$ cat src/rtl/br_redirect_ctrl_pkg.sv
// ----------------------------------------------------------------------------
// br_redirect_ctrl_pkg
// Shared definitions for the branch redirect controller:
//   XLEN          datapath width
//   NPC_*         npc_sel decision codes from the branch unit
//   state_t       redirect FSM state encoding
//   calc_target   redirect target for a taken branch (mod 2^XLEN)
// ----------------------------------------------------------------------------
package br_redirect_ctrl_pkg;

   localparam int XLEN = 32;

   localparam logic [1:0] NPC_SEQ  = 2'b00;
   localparam logic [1:0] NPC_ILL  = 2'b01;
   localparam logic [1:0] NPC_JIRL = 2'b10;
   localparam logic [1:0] NPC_REL  = 2'b11;

   typedef enum logic {
      ST_IDLE = 1'b0,
      ST_HOLD = 1'b1
   } state_t;

   // jirl is register-relative, everything else taken is pc-relative.
   // The carry out of the add is dropped on purpose (address wrap).
   function automatic logic [XLEN-1:0] calc_target(
      input logic [1:0]      sel,
      input logic [XLEN-1:0] pc,
      input logic [XLEN-1:0] rj,
      input logic [XLEN-1:0] offs
   );
      logic [XLEN-1:0] base;
      base = (sel == NPC_JIRL) ? rj : pc;
      return base + offs;
   endfunction

endpackage

$ cat src/rtl/br_perf_cnt.sv
// ----------------------------------------------------------------------------
// br_perf_cnt
// Branch performance counters, both wrapping at 2^XLEN.
//   clk, rst      clock, async active-high reset
//   inc_br        a branch was resolved this cycle
//   inc_taken     a redirect was issued this cycle
//   br_cnt        resolved branch count
//   taken_cnt     issued redirect count
// ----------------------------------------------------------------------------
module br_perf_cnt
   import br_redirect_ctrl_pkg::*;
(
   input  logic            clk,
   input  logic            rst,
   input  logic            inc_br,
   input  logic            inc_taken,
   output logic [XLEN-1:0] br_cnt,
   output logic [XLEN-1:0] taken_cnt
);

   logic [XLEN-1:0] br_q;
   logic [XLEN-1:0] taken_q;

   always_ff @(posedge clk or posedge rst) begin
      if (rst) begin
         br_q    <= '0;
         taken_q <= '0;
      end else begin
         if (inc_br)    br_q    <= br_q + 1'b1;
         if (inc_taken) taken_q <= taken_q + 1'b1;
      end
   end

   assign br_cnt    = br_q;
   assign taken_cnt = taken_q;

endmodule

$ cat src/rtl/br_redirect_ctrl.sv
// ----------------------------------------------------------------------------
// br_redirect_ctrl
// Turns a resolved branch in EX into a fetch redirect and holds it until the
// fetch unit accepts it.
//   clk, rst            clock, async active-high reset
//   ex_valid, ex_is_br  EX holds a valid branch-class instruction
//   npc_sel             branch decision (00 seq, 01 illegal, 10 jirl, 11 rel)
//   ex_pc, ex_offs      EX pc and pre-shifted sign-extended offset
//   ex_rj               jirl base register value
//   fetch_ready         fetch accepts the pending redirect
//   redir_valid/pc      pending redirect request and its target
//   adef                target not word aligned (valid with redir_valid)
//   flush_if/flush_id   kill IF/ID register contents at next edge
//   stall_ex            freeze EX and earlier while a redirect is pending
//   illegal_sel         sticky: a branch arrived with npc_sel=01
//   br_cnt/taken_cnt    performance counters
// ----------------------------------------------------------------------------
module br_redirect_ctrl
   import br_redirect_ctrl_pkg::*;
(
   input  logic            clk,
   input  logic            rst,
   input  logic            ex_valid,
   input  logic            ex_is_br,
   input  logic [1:0]      npc_sel,
   input  logic [XLEN-1:0] ex_pc,
   input  logic [XLEN-1:0] ex_offs,
   input  logic [XLEN-1:0] ex_rj,
   input  logic            fetch_ready,
   output logic            redir_valid,
   output logic [XLEN-1:0] redir_pc,
   output logic            flush_if,
   output logic            flush_id,
   output logic            stall_ex,
   output logic            adef,
   output logic            illegal_sel,
   output logic [XLEN-1:0] br_cnt,
   output logic [XLEN-1:0] taken_cnt
);

   state_t          state;
   logic            idle;
   logic            br_in_ex;
   logic            taken_evt;
   logic [XLEN-1:0] target;

   assign idle      = (state == ST_IDLE);
   // EX contents are only looked at in IDLE; during HOLD EX is frozen and
   // whatever sits there is re-presented after the handshake.
   assign br_in_ex  = idle & ex_valid & ex_is_br;
   assign taken_evt = br_in_ex & ((npc_sel == NPC_JIRL) | (npc_sel == NPC_REL));
   assign target    = calc_target(npc_sel, ex_pc, ex_rj, ex_offs);

   always_ff @(posedge clk or posedge rst) begin
      if (rst) begin
         state       <= ST_IDLE;
         redir_valid <= 1'b0;
         redir_pc    <= '0;
         adef        <= 1'b0;
         illegal_sel <= 1'b0;
      end else begin
         if (br_in_ex && npc_sel == NPC_ILL) illegal_sel <= 1'b1;
         case (state)
            ST_IDLE: begin
               if (taken_evt) begin
                  state       <= ST_HOLD;
                  redir_valid <= 1'b1;
                  redir_pc    <= target;
                  adef        <= |target[1:0];
               end
            end
            ST_HOLD: begin
               if (fetch_ready) begin
                  state       <= ST_IDLE;
                  redir_valid <= 1'b0;
               end
            end
            default: begin
               state       <= ST_IDLE;
               redir_valid <= 1'b0;
            end
         endcase
      end
   end

   // Flushes/stall are combinational so the wrong-path fetch is killed in the
   // same cycle the branch resolves; all forced low while in reset.
   assign flush_if = ~rst & (taken_evt | ~idle);
   assign flush_id = ~rst & taken_evt;
   assign stall_ex = ~rst & ~idle;

   br_perf_cnt u_cnt (
      .clk       (clk),
      .rst       (rst),
      .inc_br    (br_in_ex),
      .inc_taken (taken_evt),
      .br_cnt    (br_cnt),
      .taken_cnt (taken_cnt)
   );

endmodule

$ cat config.mk
export PLATFORM = sky130hd
export DESIGN_NAME = br_redirect_ctrl
export DESIGN_NICKNAME = d
export VERILOG_FILES = /design/src/rtl/br_redirect_ctrl_pkg.sv /design/src/rtl/br_perf_cnt.sv /design/src/rtl/br_redirect_ctrl.sv
export SDC_FILE = /design/constraint.sdc
export NUM_CORES = 1
export LEC_CHECK = 0
export CAP_MARGIN = 30
export CELL_PAD_IN_SITES_DETAIL_PLACEMENT = 1
export CELL_PAD_IN_SITES_GLOBAL_PLACEMENT = 2
export CORE_MARGIN = 2
export CORE_UTILIZATION = 28
export CTS_BUF_LIST = sky130_fd_sc_hd__clkbuf_8
export CTS_CLUSTER_DIAMETER = 200
export CTS_CLUSTER_SIZE = 20
export DETAILED_ROUTE_END_ITERATION = 10
export GPL_TIMING_DRIVEN = 0
export PLACE_DENSITY = 0.82
export SKIP_LAST_GASP = 1
export SLEW_MARGIN = 40
export SYNTH_ARGS = -nofsm -noshare
export SYNTH_HDL_FRONTEND = slang
export SYNTH_SLANG_ARGS = --single-unit
$ cat constraint.sdc
create_clock -name clk -period 4.3 [get_ports clk]
set_clock_uncertainty 0.2 [all_clocks]
set_input_delay 0.86 -clock clk [delete_from_list [all_inputs] [get_ports clk]]
set_output_delay 0.86 -clock clk [all_outputs]
set_load 0.02 [all_outputs]
Word level (Yosys, flattened, before mapping)

Index checks and enable logic that the tools add are counted.

Add/sub/neg operators: 3
Multiply operators: 0
Divide/modulo/power cells: 0
Order comparisons: 0
Equality and inequality tests: 5
Shift operators: 0
Mux-type cells: 7
Bitwise gates (word level): 10
Reduce and logical (&&, ||, !) cells: 4

Operators by type and width:

| cell                    | count |
|---|---|
| $add A32 B1 Y32 const B | 2 |
| $add A32 B32 Y32        | 1 |
| $mux W32                | 1 |
| $and A1 B1 Y1           | 6 |
| $eq A2 B2 Y1 const B    | 2 |
| $mux W1                 | 4 |
| $pmux W1 S2             | 2 |
| $reduce_and A2 Y1       | 2 |
| $eq A2 B1 Y1 const B    | 1 |
| $ne A2 B1 Y1 const B    | 1 |
| $ne A2 B2 Y1 const B    | 1 |
| $not A1 Y1              | 2 |
| $or A1 B1 Y1            | 2 |
| $reduce_or A2 Y1        | 1 |
| $logic_and A1 B1 Y1     | 1 |

Flip-flop bits (word level): 100
Bits in latches: 0
Bits in writable memories: 0
Memory bits (read-only): 0
Bits of input ports: 103
Output and inout bits: 102
Logic and storage cells: 36
Memories: 0

Longest topological paths before layout

Word-level depth: 6
Mapped depth: 15
Depth with buffers taken out: 13

Modules after synthesis

Synthesis repeated with hierarchy kept, for this count alone.

Cells, all modules: 629
Area, all modules: 6190.9 sq um

By module, submodules not included:

| module           | times used | cells each | area an instance (sq um) | sequential area each (sq um) |
|---|---|---|---|---|
| br_redirect_ctrl | 1          | 383        | 3339.5                   | 900.9 |
| br_perf_cnt      | 1          | 246        | 2851.5                   | 1601.5 |

Worst setup path before layout

Ideal clock, no wire load.

Path kind: input -> register
From: input npc_sel[0]
To: register redir_pc[28]
Setup time: 87 ps
Arrival time: 3822 ps
Data required time: 4013 ps
Setup slack: 191 ps
Stages on the path: 15
Path buffers: 2
Path through: nand2b_1 clkbuf_1 clkbuf_1 mux2_2 ha_1 inv_1 fa_1 nor2b_1 o2111ai_1 and2_1 o31ai_4 a2111oi_2 nor3_1 mux2_2 o211ai_1

Cells in the longest elaborated chain, start to end: 4
Elaborated cells between the ends (all ways): 7
Classes of those cells: add/sub (1); eq/ne (2); mux (1); bitwise (2); reduce/logical (1)

RTL lines:

| what                                                     | line                   | RTL |
|---|---|---|
| from (decl)                                              | br_redirect_ctrl.sv:25 | `input logic [1:0] npc_sel,` |
| branches (longest 4 deep; another with $add A32 B32 Y32) | -                      |  |
| to (signal assigned)                                     | br_redirect_ctrl.sv:68 | `redir_pc <= target;` |
| to (decl)                                                | br_redirect_ctrl.sv:31 | `output logic [XLEN-1:0] redir_pc,` |

Parallel ways; which one is timed is not known.
A chain may end at the register's enable or synchronous reset.

Final worst setup path

Same ends and word-level chain as after synthesis.

==> impl_metrics.prom <==
# TYPE chip_impl_metric gauge
chip_impl_metric{name="syn-num-nets",unit=""} 798
chip_impl_metric{name="cp.required",unit="ns"} 4.42
chip_impl_info{name="worst_setup_sp_type",value="input port"} 1
chip_impl_info{name="netlist.top_cell.by_area",value="dfrtp_1"} 1
chip_impl_metric{name="ff2ff_setup_slack",unit="ns"} 1.65
chip_impl_metric{name="fin_area",unit="um^2"} 9150
chip_impl_metric{name="max_cap_violations",unit=""} 0
chip_impl_metric{name="finalNetCount",unit=""} 1023
chip_impl_metric{name="ys_warn_count",unit=""} 0
chip_impl_metric{name="worst-slew-pin-transition",unit="ns"} 0.602
chip_impl_metric{name="cts.sink_count",unit=""} 100
chip_impl_metric{name="antenna_found_initial",unit=""} 0
chip_impl_info{name="library_cell_with_the_highest_instance_count_after_synthesis",value="dfrtp_1"} 1
chip_impl_metric{name="floorplan.die_area",unit="um^2"} 23700
chip_impl_info{name="critPathKind",value="input port to register"} 1
chip_impl_metric{name="synthesis.instances",unit=""} 658
chip_impl_metric{name="multi_input_gate_area_in_the_final_layout",unit="um^2"} 3780
chip_impl_metric{name="routedWlPerCell",unit="um"} 17.5
chip_impl_metric{name="final_layout_size_suffix_gt1_frac",unit=""} 0.122
chip_impl_metric{name="layout.area.seq",unit="um^2"} 2500
chip_impl_metric{name="total_congestion_overflow_after_global_routing",unit=""} 0
chip_impl_info{name="hold_path_startpoint",value="u_cnt.br_cnt[31]$_DFFE_PP0P_"} 1
chip_impl_metric{name="core_region_area",unit="um^2"} 22000
chip_impl_info{name="timing.hold.worst.class",value="register to register"} 1
chip_impl_info{name="critical_path_start",value="npc_sel[0]"} 1
chip_impl_metric{name="synth.ff_latch_count",unit=""} 100
chip_impl_info{name="yosys-top-cells-area",value="dfrtp_1, xnor2_1, ha_1"} 1
chip_impl_metric{name="synth_to_layout_area_growth",unit="%"} 45.2
chip_impl_metric{name="placement_rows",unit=""} 54
chip_impl_metric{name="hold_depth",unit=""} 1
chip_impl_metric{name="dp_hpwl",unit="um"} 15800
chip_impl_metric{name="drc_errors",unit=""} 0
chip_impl_metric{name="final_min_period_over_clock_period",unit=""} 0.972
chip_impl_metric{name="worst_vdd_ir",unit="uV"} 154
chip_impl_metric{name="dpl_cell_area",unit="um^2"} 8730
chip_impl_metric{name="postSynthAreaPerCell",unit="um^2"} 9.57
chip_impl_metric{name="maxClockFrequency",unit="MHz"} 239
chip_impl_info{name="setup_repair_after_global_routing_missed_its_margin",value="yes"} 1
chip_impl_info{name="setup.worst_path.end",value="redir_pc[28]$_DFFE_PP0P_"} 1
chip_impl_metric{name="final_hold_viol_count",unit=""} 0
chip_impl_metric{name="drv_slew",unit=""} 0
chip_impl_metric{name="clock_insertion_delay_worst_skew",unit="ns"} 0.39
chip_impl_info{name="ctsRootBufferMaster",value="clkbuf_8"} 1
chip_impl_metric{name="ys_types",unit=""} 65
chip_impl_metric{name="cts_hold_fix_bufs",unit=""} 0
chip_impl_info{name="critPathCaptureType",value="register"} 1
chip_impl_metric{name="timing.final.crit_period",unit="ns"} 4.18
chip_impl_metric{name="synth_enable_flop_cells",unit=""} 0
chip_impl_metric{name="gp_congestion",unit=""} 0.839
chip_impl_metric{name="mappedNetlistArea",unit="um^2"} 6300
chip_impl_metric{name="critical_path_arrival",unit="ns"} 4.29
chip_impl_metric{name="cts-buffers-inserted",unit=""} 9
chip_impl_metric{name="starting_density",unit=""} 0.287
chip_impl_metric{name="antenna_violating_nets_post_route",unit=""} 0
chip_impl_metric{name="num_io_pins",unit=""} 205
chip_impl_metric{name="layout.filler_cells",unit=""} 2516
chip_impl_info{name="r2r_start",value="state$_DFF_PP0_"} 1
chip_impl_metric{name="worstPathMaxFanout",unit=""} 10
chip_impl_metric{name="postLayoutCoreUtil",unit=""} 0.417
chip_impl_metric{name="routed-via-count",unit=""} 5705
chip_impl_metric{name="setup_viol",unit=""} 0
chip_impl_metric{name="r2r_cells",unit=""} 9
chip_impl_metric{name="place.port_buffers",unit=""} 204
chip_impl_metric{name="antenna_cells",unit=""} 0
chip_impl_metric{name="grt_pass1_vias",unit=""} 5988
chip_impl_metric{name="worst_slew_margin_rel",unit=""} 0.599
chip_impl_metric{name="via_per_instance_ratio",unit=""} 4.88
chip_impl_metric{name="cts.htree.levels",unit=""} 3
chip_impl_metric{name="floorplan.die.width",unit="um"} 154
chip_impl_metric{name="synth_top_cell_area_share",unit=""} 0.397
chip_impl_metric{name="ys_seq_area_frac",unit=""} 0.397
chip_impl_metric{name="drt_iter0_markers",unit=""} 123
chip_impl_metric{name="drtPass1Iterations",unit=""} 4
chip_impl_info{name="most_used_standard_cells_in_the_synthesized_netlist",value="dfrtp_1, nand2_1, xnor2_1"} 1
chip_impl_metric{name="power.leakage",unit="nW"} 3.90
chip_impl_metric{name="dieHeight",unit="um"} 154
chip_impl_info{name="synthFlopType",value="dfrtp_1"} 1
chip_impl_metric{name="total_wirelength",unit="um"} 20400
chip_impl_metric{name="clk_pin_slew",unit="ns"} 0.12
chip_impl_metric{name="global_route_wire_length_before_repair",unit="um"} 32500
chip_impl_info{name="rr_endpoint",value="u_cnt.br_cnt[24]$_DFFE_PP0P_"} 1
chip_impl_metric{name="power.density_cell_area",unit="nW/um^2"} 332
chip_impl_info{name="cts_tree",value="built"} 1
chip_impl_metric{name="grtUsageTotal",unit=""} 0.173
chip_impl_metric{name="grt_start_max_net_pins",unit=""} 73
chip_impl_metric{name="clock_path_buffers",unit=""} 2
chip_impl_info{name="run_status",value="complete, no violations"} 1
chip_impl_metric{name="synth-async-reset-ratio",unit=""} 1.00
[cells in the final DEF, fill, tap and decap left out, drive strengths merged, types with 3 or more instances in the layout]
cell,netlist,routed
a211oi,4,4
a21o,14,14
a21oi,41,41
a31oi,3,3
and2,5,5
and3,24,24
buf,5,19
clkbuf,13,18
clkdlybuf4s50,0,202
clkinv,0,3
dfrtp,100,100
ha,36,36
inv,16,19
mux2,33,33
mux2i,3,3
nand2,81,81
nand2b,4,4
nand3,33,33
nand4,21,21
nor2,45,45
nor2b,4,4
nor3,7,7
o211ai,6,6
o21ai,37,37
o21bai,3,3
o31ai,7,7
or4,3,3
xnor2,59,59
xor2,26,26
[timing repair]
item / in CTS / in global routing
pin swaps: 4 / 3
resized for setup: 22 / 20
setup buffers: 8 / 3
endpoints found under the setup margin: 28 / 18
[power breakdown]
part / total (mW) / leakage [nW] / switching, mW / internal (mW)
sequential: 1.19 / 1.31 / 0.111 / 1.08
clock: 0.611 / 0.0946 / 0.391 / 0.220
combinational: 1.23 / 2.50 / 0.639 / 0.595
total: 3.03 / 3.90 / 1.14 / 1.89
[per-layer routing]
layer  vias to the layer above  wire length, um  share of wire  global-route usage
met1                      2755             9540           0.47               0.226
met5                         -                0              0                   0
met3                        20              822          0.040              0.0242
met2                       152             9720           0.48               0.294
li1                       2778                -              -                   -
met4                         0              306          0.015              0.0547
[how the worst min path moves through the flow]
stage,end
after global routing,u_cnt.taken_cnt[31]$_DFFE_PP0P_
after CTS,u_cnt.br_cnt[31]$_DFFE_PP0P_
after detailed placement,u_cnt.br_cnt[31]$_DFFE_PP0P_
after global placement,redir_valid$_DFFE_PP0P_
after floorplan,redir_valid$_DFFE_PP0P_
final,u_cnt.br_cnt[31]$_DFFE_PP0P_
[flip-flops by register name, indices dropped and copies added (netlist names)]
register / flops
u_cnt.taken_cnt: 32
redir_valid: 1
redir_pc: 32
illegal_sel: 1
adef: 1
state: 1
u_cnt.br_cnt: 32
[worst max-delay path, stage by stage]
cell,delay (ns)
clkdlybuf4s50_1,0.45
nand2b_4,0.21
buf_8,0.18
mux2_2,0.25
ha_4,0.15
inv_1,0.06
fa_2,0.37
nor2b_2,0.14
o2111ai_1,0.14
and2_4,0.22
o31ai_4,0.30
a2111oi_4,0.14
buf_4,0.19
nor3_2,0.18
mux2_2,0.35
o211ai_1,0.09
[cells by family after synthesis]
group / after synthesis / synth area share
buf+inv: 34 / 0.0240
fa+ha+maj: 37 / 0.0747
xor+xnor: 85 / 0.118
simple gates: 236 / 0.185
flops: 100 / 0.397
mux: 36 / 0.0638
compound gates: 130 / 0.137
[metrics by stage]
| step | TNS (ns) | worst slack, ns | hold slack [ns] | total power [mW] | std cells |
|---|---|---|---|---|---|
| after global routing | -0.116 | -0.0571 | 0.307 | 3.24 | 1168 |
| after floorplan | 0 | 0.191 | 0.238 | 1.83 | 658 |
| after detailed placement | -30.10 | -1.57 | 0.264 | 2.40 | 1143 |
| after global placement | -163.09 | -1.50 | 0.247 | 2.38 | 1142 |
| final | 0 | 0.122 | 0.270 | 3.03 | 1168 |
| after CTS | -0.112 | -0.0600 | 0.278 | 3.07 | 1166 |
[layout make-up]
| cell class | instances | share of cell area |
|---|---|---|
| sequential | 100 | 0.274 |
| inverter | 16 | 0.00739 |
| clock buffer | 9 | 0.0135 |
| clock inverter | 7 | 0.00657 |
| multi-input combinational | 524 | 0.413 |
| tap | 280 | 0.0383 |
| timing repair buffer | 215 | 0.235 |
| buffer | 17 | 0.0130 |
Power figures use the tool's default switching activity.
